**config.mk**
```make
export PLATFORM = sky130hd
export DESIGN_NAME = dac_spi_receiver_flat
export DESIGN_NICKNAME = d
export VERILOG_FILES = /design/src/rtl/dac_spi_receiver_if.sv /design/src/rtl/dac_spi_receiver.sv /design/src/flat_wrapper.sv
export SDC_FILE = /design/constraint.sdc
export NUM_CORES = 1
export LEC_CHECK = 0
export CORE_MARGIN = 8
export CORE_UTILIZATION = 40
export CTS_BUF_LIST = sky130_fd_sc_hd__clkbuf_4 sky130_fd_sc_hd__clkbuf_8 sky130_fd_sc_hd__clkbuf_16
export CTS_CLUSTER_SIZE = 30
export DETAILED_ROUTE_END_ITERATION = 6
export GPL_ROUTABILITY_DRIVEN = 1
export GPL_TIMING_DRIVEN = 0
export SLEW_MARGIN = 15
export SYNTH_ARGS = -nofsm -noshare
export SYNTH_HDL_FRONTEND = slang
export SYNTH_SLANG_ARGS = --single-unit
```
**constraint.sdc**
```tcl
create_clock -name clk -period 2.95 [get_ports clk]
set_clock_uncertainty 0.1 [all_clocks]
set_input_delay 0.59 -clock clk [delete_from_list [all_inputs] [get_ports clk]]
set_output_delay 0.59 -clock clk [all_outputs]
set_load 0.01 [all_outputs]
```
**src/rtl/dac_spi_receiver_if.sv**
```systemverilog
// dac_spi_receiver_if: bundles the SPI pins, the LDAC strobe and the
// decoded DAC/frame outputs of the laser DAC receiver.
// The master side drives the SPI link and LDAC and observes the outputs;
// the slave side is the receiver itself.
interface dac_spi_receiver_if #(
  parameter int FRAME_BITS = 16
);
  logic                  spi_sclk;
  logic                  spi_csn;
  logic                  spi_mosi;
  logic                  dac_latchn;
  logic [11:0]           dac_a;
  logic [11:0]           dac_b;
  logic [FRAME_BITS-1:0] frame_data;
  logic                  frame_valid;
  logic                  frame_err;

  modport master (
    output spi_sclk,
    output spi_csn,
    output spi_mosi,
    output dac_latchn,
    input  dac_a,
    input  dac_b,
    input  frame_data,
    input  frame_valid,
    input  frame_err
  );

  modport slave (
    input  spi_sclk,
    input  spi_csn,
    input  spi_mosi,
    input  dac_latchn,
    output dac_a,
    output dac_b,
    output frame_data,
    output frame_valid,
    output frame_err
  );
endinterface

```
**src/rtl/dac_spi_receiver.sv**
```systemverilog
// dac_spi_receiver: oversampling receiver for MCP4922-style 16-bit DAC
// command frames. The SPI pins and LDAC are synchronised into clk, edges
// are detected with one extra flop, and a three-state FSM (IDLE, SHIFT,
// CLOSE) assembles frames into per-channel pending registers. A falling
// LDAC copies both pending registers to the DAC outputs.
// Optional feature macro: DAC_RX_SHDN_EN -- when defined, a valid frame
// with SHDNn = 0 loads zero into its channel instead of the frame's code.
module dac_spi_receiver #(
  parameter int FRAME_BITS  = 16,
  parameter int SYNC_STAGES = 2
) (
  input logic               clk,
  input logic               reset,
  dac_spi_receiver_if.slave bus
);

  localparam logic [4:0] FRAME_CNT = 5'(FRAME_BITS);
  localparam logic [4:0] CNT_MAX   = 5'd31;

  typedef enum logic [1:0] {
    IDLE,
    SHIFT,
    CLOSE
  } state_t;

  logic [SYNC_STAGES-1:0] sclk_sync;
  logic [SYNC_STAGES-1:0] csn_sync;
  logic [SYNC_STAGES-1:0] mosi_sync_q;
  logic [SYNC_STAGES-1:0] latch_sync;
  logic                   sclk_dly;
  logic                   csn_dly;
  logic                   latch_dly;

  logic sclk_s;
  logic csn_s;
  logic mosi_sync;
  logic latch_s;
  logic sclk_rise;
  logic csn_fall;
  logic csn_rise;
  logic latch_fall;

  state_t                state;
  logic [FRAME_BITS-1:0] shreg;
  logic [4:0]            bit_cnt;
  logic [11:0]           pend_a;
  logic [11:0]           pend_b;
  logic [11:0]           dac_a_q;
  logic [11:0]           dac_b_q;
  logic [FRAME_BITS-1:0] frame_data_q;
  logic                  frame_valid_q;
  logic                  frame_err_q;
  logic [11:0]           wr_code;

  // Synchroniser chains plus one edge-detect flop; idle levels are the reset values
  always_ff @(posedge clk or negedge reset) begin
    if (!reset) begin
      sclk_sync   <= '0;
      csn_sync    <= '1;
      mosi_sync_q <= '0;
      latch_sync  <= '1;
      sclk_dly    <= 1'b0;
      csn_dly     <= 1'b1;
      latch_dly   <= 1'b1;
    end else begin
      sclk_sync   <= {sclk_sync[SYNC_STAGES-2:0], bus.spi_sclk};
      csn_sync    <= {csn_sync[SYNC_STAGES-2:0], bus.spi_csn};
      mosi_sync_q <= {mosi_sync_q[SYNC_STAGES-2:0], bus.spi_mosi};
      latch_sync  <= {latch_sync[SYNC_STAGES-2:0], bus.dac_latchn};
      sclk_dly    <= sclk_sync[SYNC_STAGES-1];
      csn_dly     <= csn_sync[SYNC_STAGES-1];
      latch_dly   <= latch_sync[SYNC_STAGES-1];
    end
  end

  assign sclk_s     = sclk_sync[SYNC_STAGES-1];
  assign csn_s      = csn_sync[SYNC_STAGES-1];
  assign mosi_sync  = mosi_sync_q[SYNC_STAGES-1];
  assign latch_s    = latch_sync[SYNC_STAGES-1];
  assign sclk_rise  = sclk_s & ~sclk_dly;
  assign csn_fall   = ~csn_s & csn_dly;
  assign csn_rise   = csn_s & ~csn_dly;
  assign latch_fall = ~latch_s & latch_dly;

  // Code written to the addressed pending register when a frame closes cleanly
  always_comb begin
    wr_code = shreg[11:0];
`ifdef DAC_RX_SHDN_EN
    if (!shreg[12]) begin
      wr_code = 12'd0;
    end
`else
`endif
  end

  // Frame FSM, pending registers and LDAC transfer; the transfer reads the
  // pending values from before any write landing in the same cycle
  always_ff @(posedge clk or negedge reset) begin
    if (!reset) begin
      state         <= IDLE;
      shreg         <= '0;
      bit_cnt       <= '0;
      pend_a        <= '0;
      pend_b        <= '0;
      dac_a_q       <= '0;
      dac_b_q       <= '0;
      frame_data_q  <= '0;
      frame_valid_q <= 1'b0;
      frame_err_q   <= 1'b0;
    end else begin
      frame_valid_q <= 1'b0;
      frame_err_q   <= 1'b0;
      if (latch_fall) begin
        dac_a_q <= pend_a;
        dac_b_q <= pend_b;
      end
      case (state)
        IDLE: begin
          if (csn_fall) begin
            shreg   <= '0;
            bit_cnt <= '0;
            state   <= SHIFT;
          end
        end
        SHIFT: begin
          if (sclk_rise) begin
            shreg <= {shreg[FRAME_BITS-2:0], mosi_sync};
            if (bit_cnt != CNT_MAX) begin
              bit_cnt <= bit_cnt + 5'd1;
            end
          end
          if (csn_rise) begin
            state <= CLOSE;
          end
        end
        CLOSE: begin
          state <= IDLE;
          if (bit_cnt == FRAME_CNT) begin
            frame_data_q  <= shreg;
            frame_valid_q <= 1'b1;
            if (shreg[15]) begin
              pend_b <= wr_code;
            end else begin
              pend_a <= wr_code;
            end
          end else begin
            frame_err_q <= 1'b1;
          end
        end
        default: state <= IDLE;
      endcase
    end
  end

  assign bus.dac_a       = dac_a_q;
  assign bus.dac_b       = dac_b_q;
  assign bus.frame_data  = frame_data_q;
  assign bus.frame_valid = frame_valid_q;
  assign bus.frame_err   = frame_err_q;

endmodule

```
**src/flat_wrapper.sv**
```systemverilog
// flat-port wrapper written by rule: the top's interface ports become plain ports
module dac_spi_receiver_flat 
#(
  parameter int FRAME_BITS  = 16,
  parameter int SYNC_STAGES = 2
)
  (clk, reset, bus_spi_sclk, bus_spi_csn, bus_spi_mosi, bus_dac_latchn, bus_dac_a, bus_dac_b, bus_frame_data, bus_frame_valid, bus_frame_err);
  dac_spi_receiver_if #(.FRAME_BITS(FRAME_BITS)) bus_i ();
  input logic clk;
  input logic reset;
  input wire logic [$bits(bus_i.spi_sclk)-1:0] bus_spi_sclk;
  input wire logic [$bits(bus_i.spi_csn)-1:0] bus_spi_csn;
  input wire logic [$bits(bus_i.spi_mosi)-1:0] bus_spi_mosi;
  input wire logic [$bits(bus_i.dac_latchn)-1:0] bus_dac_latchn;
  output wire logic [$bits(bus_i.dac_a)-1:0] bus_dac_a;
  output wire logic [$bits(bus_i.dac_b)-1:0] bus_dac_b;
  output wire logic [$bits(bus_i.frame_data)-1:0] bus_frame_data;
  output wire logic [$bits(bus_i.frame_valid)-1:0] bus_frame_valid;
  output wire logic [$bits(bus_i.frame_err)-1:0] bus_frame_err;
  assign bus_i.spi_sclk = bus_spi_sclk;
  assign bus_i.spi_csn = bus_spi_csn;
  assign bus_i.spi_mosi = bus_spi_mosi;
  assign bus_i.dac_latchn = bus_dac_latchn;
  assign bus_dac_a = bus_i.dac_a;
  assign bus_dac_b = bus_i.dac_b;
  assign bus_frame_data = bus_i.frame_data;
  assign bus_frame_valid = bus_i.frame_valid;
  assign bus_frame_err = bus_i.frame_err;
  dac_spi_receiver #(.FRAME_BITS(FRAME_BITS), .SYNC_STAGES(SYNC_STAGES)) u_core (.clk(clk), .reset(reset), .bus(bus_i));
endmodule
```
; ---- Word level (Yosys, flattened, before mapping)
; Cells that the tools add are included.
[word_totals]
ff_bits = 100
inputBits = 6
[op_classes]
n_addsub = 1
eq_ne = 8
muxes = 14
n_bitwise = 9
n_reduce_logical = 8
[op_table]
columns = operator, count
row1 = 2-to-1 mux 16 bit, 2
row2 = case mux 16 bit (2 select lines), 1
row3 = 2-to-1 mux 5 bit, 3
row4 = case mux 5 bit (2 select lines), 1
row5 = AND reduction 3 bit, 3
row6 = "inequality test 2 x 1 -> 1 bit, second input constant", 4
row7 = "adder 5 x 1 -> 5 bit, second input constant", 1
row8 = "equality test 5 bit, second input constant", 1
row9 = "inequality test 5 bit, second input constant", 1
row10 = inverter 1 bit, 5
row11 = AND 1 bit, 4
row12 = 2-to-1 mux 1 bit, 4
row13 = 2-to-1 mux 2 bit, 2
row14 = case mux 2 bit (2 select lines), 1
row15 = AND reduction 2 bit, 2
row16 = AND reduction 4 bit, 1
row17 = "equality test 2 x 1 -> 1 bit, second input constant", 1
row18 = "equality test 2 bit, second input constant", 1
row19 = zero test 2 bit, 1
row20 = nonzero test 2 bit, 1

; ---- Longest topological paths before layout
[depth]
ltp_word = 4
mapped_depth = 7
ltp_nobuf = 6

; ---- Least setup slack after synthesis
; OpenSTA, ideal clock, no wires.
[synth_timing]
path_kind = flip-flop to flip-flop
from = register u_core.bit_cnt[0]
to = register u_core.bit_cnt[3]
setup_time_ns = 0.125
arrival_ns = 1.587
t_required_ns = 2.725
setup_slack_ns = 1.139
path_stages_with_launch = 7
synth_period_minus_slack_ns = 1.811
path_cell_list = dfrtp_1 -> ha_1 -> and3_1 -> ha_1 -> nor3b_1 -> nand3_1 -> mux2_2
[synth_via]
elab_chain_len = 4
[synth_rtl]
columns = element, line_no
row1 = "start, declared", dac_spi_receiver.sv:45  ; logic [4:0] bit_cnt;
row2 = "start signal, assigned", dac_spi_receiver.sv:129  ; bit_cnt <= bit_cnt + 5'd1;
row3 = adder 5 x 1 -> 5 bit, dac_spi_receiver.sv:129
row4 = 2-to-1 mux 5 bit, dac_spi_receiver.sv:128  ; if (bit_cnt != CNT_MAX) begin
row5 = 2-to-1 mux 5 bit, dac_spi_receiver.sv:126  ; if (sclk_rise) begin
row6 = case mux 5 bit (2 select lines), dac_spi_receiver.sv:117  ; case (state)
; Several ways; a longest one is shown, not always the timed one. The select of a mux whose other input is x is not followed.
; A chain may end at the register's enable or synchronous reset.

; ---- Worst setup path after layout
; Same ends and word-level chain as after synthesis.

==> flow_summary.ini <==
[outcome]
outcome = finished clean

[sta]
tightest_slew_ns = 0.444
layout_setup_ws_ns = 0.949
setup_viol = 0
setup_tns_ns = 0
slew_viol_final = 0
period_minus_slack_ns = 2.00
hold_viol = 0
rsz0062_at_grt = false
max_slew_margin_pct = 70.4
finalHoldWorstSlack_ns = 0.0538
period_share_pct = 67.8
max_freq_mhz = 500

[critical_path]
worst_path_largest_cell_delay_ns = 0.41
cp_top_family = simple AND/OR/NAND/NOR gates
worst_ep_required_time_ns = 3.10
cp_max_fo = 4
cp-end-kind = flip-flop
critPathLaunchType = flip-flop
arrival_ns = 2.15
crit_chain = ha_1 > and3_1 > ha_1 > nor3b_1 > nand3_1 > mux2_2
critPathBufInv = 0
crit_top_cell = ha_1
worstSetupPathType = reg2reg
slowest_stage = dfrtp_1

[floorplanning]
die_area_sq_mm = 0.0133
die_y_um = 115
row_count = 36
ios = 48
core_area_sq_mm = 0.00968
die_w_um = 115
start_util_pct = 40.7

[cts]
cts-root-buf = clkbuf_8
htreeDepth = 3
cts_buffers = 9
post_cts_buffers = 0
clk_latency_ns = 0.35
cts.sinks = 100
clockBufferDepth = 2
clk_pin_slew_ns = 0.09
tritoncts = yes
hold_buffers = 0
post_cts_resized = 0

[yosys]
yosysTopAreaCellShare_pct = 59.7
ys_dominant_reg_cell = dfrtp_1
syn_avg_cell_area_sq_um = 15.0
synth_compound_area_share_pct = 1.24
synth_area_sq_mm = 0.00394
synthMuxAreaShare_pct = 23.5
synthArstFlopShare_pct = 100
synthSimpleGateAreaFrac_pct = 6.48
synth_cell_types = 34
synth_fa_ha_area_share_pct = 0.953
synth_seq_area_share_pct = 63.7
synth_top_family_by_area = multiplexers
synth.area.top_cells = dfrtp_1 (60%), mux2_2 (16%), mux2i_1 (4.1%), dfstp_2 (4.0%), mux2_4 (3.4%)
synth-edff-count = 0
synth_top_cell_by_area = dfrtp_1
yosys-top-cells-count = dfrtp_1 (94), mux2_2 (56), inv_1 (20)
yosysMostFrequentCell = dfrtp_1
synth-warning-count = 0
synth-seq-cells = 100
synth_nets = 271
postSynthCellCount = 262
synthXorXnorAreaFrac_pct = 0

[place]
dpl_cell_area_sq_mm = 0.00460
preCtsSetupSlack_ns = 0.960
gp_congestion = 0.718
place.port_buffers = 47
dpl.hpwl_um = 4790

[detailed_routing]
num_vias = 2147
routed_wl_um = 7040
firstDrtPassIters = 3
via_per_inst = 4.70
avgRoutedWirePerCell_um = 15.4
first_iter_violations = 56
ant_nets = 0
drcViolationCount = 0

[global_routing]
grt_pass1_vias = 2291
antenna_found_initial = 0
grt_max_degree = 56
grt_first_pass_wirelength_um = 11800
grt_usage_pct = 11.5
overflow = 0

[finish]
num_antenna_cells = 0
multi_input_area_sq_mm = 0.00127
design_area_sq_mm = 0.00483
nNetsFinal = 330
fill_cells = 868
ff_latch_area_sq_mm = 0.00251
drive_gt1_share_pct = 31.5
synthToLayoutAreaGrowth_pct = 22.7

[pwr]
ir_drop_v = 0.000286
p_leak_nw = 2.37
power.total_mw = 2.61
powerDensity_mw_per_mm2 = 540

[job]
cap_violations = 0

[hold_path]
hold_class = in2async
-- cell usage in the layout, fill, tap and decap left out, types with 2 or more instances in the layout --
master	netlist	routed
dfrtp_1	94	94
mux2_2	56	56
clkdlybuf4s50_1	0	46
inv_1	20	20
nand2_1	17	17
mux2i_1	16	16
mux2_4	9	9
clkbuf_8	0	9
dfstp_2	6	6
buf_6	3	4
nor2b_1	4	4
buf_2	4	4
and3_1	3	3
nor2_1	3	3
ha_1	3	3
bufinv_16	0	3
nand3_1	2	2
o21ai_0	2	2
a22o_1	2	2
-- area by class of cell --
type                            count  share of cell area, %
Buffer                             10                   1.76
Inverter                           20                   1.55
Clock inverter                      5                   2.12
Clock buffer                        9                   2.56
Tap cell                          133                   3.45
Timing Repair Buffer               48                   10.3
Sequential cell                   100                   52.0
Multi-Input combinational cell    132                   26.2
-- cells by family after synthesis --
| kind of cell | count (synthesis) |
|---|---|
| flops | 100 |
| compound gates | 7 |
| fa+ha+maj | 3 |
| mux | 81 |
| buf+inv | 30 |
| simple gates | 41 |
-- final timing paths --
kind	startpoint	to	slack, ns	cells after the start
setup / recovery	u_core.bit_cnt[0]	u_core.bit_cnt[3]	0.95	6
hold / removal	reset	u_core.bus.dac_a[6]	0.05	1
setup reg to reg	u_core.bit_cnt[0]	u_core.bit_cnt[3]	0.95	6
hold reg to reg	u_core.sclk_sync[0]	u_core.sclk_sync[1]	0.26	0
max in group asynchronous	reset	u_core.latch_sync[1]	2.03	2
min in group clk	u_core.sclk_sync[0]	u_core.sclk_sync[1]	0.26	0
-- layer usage --
| metal | up-vias | global-route usage [%] | share of wire [%] |
|---|---|---|---|
| li1 | 997 | - | - |
| met1 | 1100 | 14.6 | 48 |
| met2 | 40 | 18.1 | 47 |
| met3 | 10 | 3.52 | 4.6 |
| met4 | 0 | 3.94 | 1.0 |
| met5 | - | 0 | 0 |
-- state kept, by name (all words and copies together), names as in the netlist, 2 cells and up --
register,cells
u_core.bus.frame_data,16
u_core.shreg,16
u_core.bus.dac_a,12
u_core.bus.dac_b,12
u_core.pend_a,12
u_core.pend_b,12
u_core.bit_cnt,5
u_core.csn_sync,2
u_core.latch_sync,2
u_core.mosi_sync_q,2
u_core.sclk_sync,2
u_core.state,2
-- where the power goes --
part / switching (mW) / internal, mW
logic: 0.0898 / 0.0722
registers: 0.0409 / 1.41
clock network: 0.443 / 0.553
-- per-stage QoR --
| stage | util, % | std cells |
|---|---|---|
| after global routing | 49.9 | 457 |
| final | 49.9 | 457 |
| after CTS | 49.9 | 457 |
| after detailed placement | 47.5 | 443 |
| after global placement | 47.2 | 442 |
| after floorplan | - | 262 |
(Power assumes the default switching activity.)
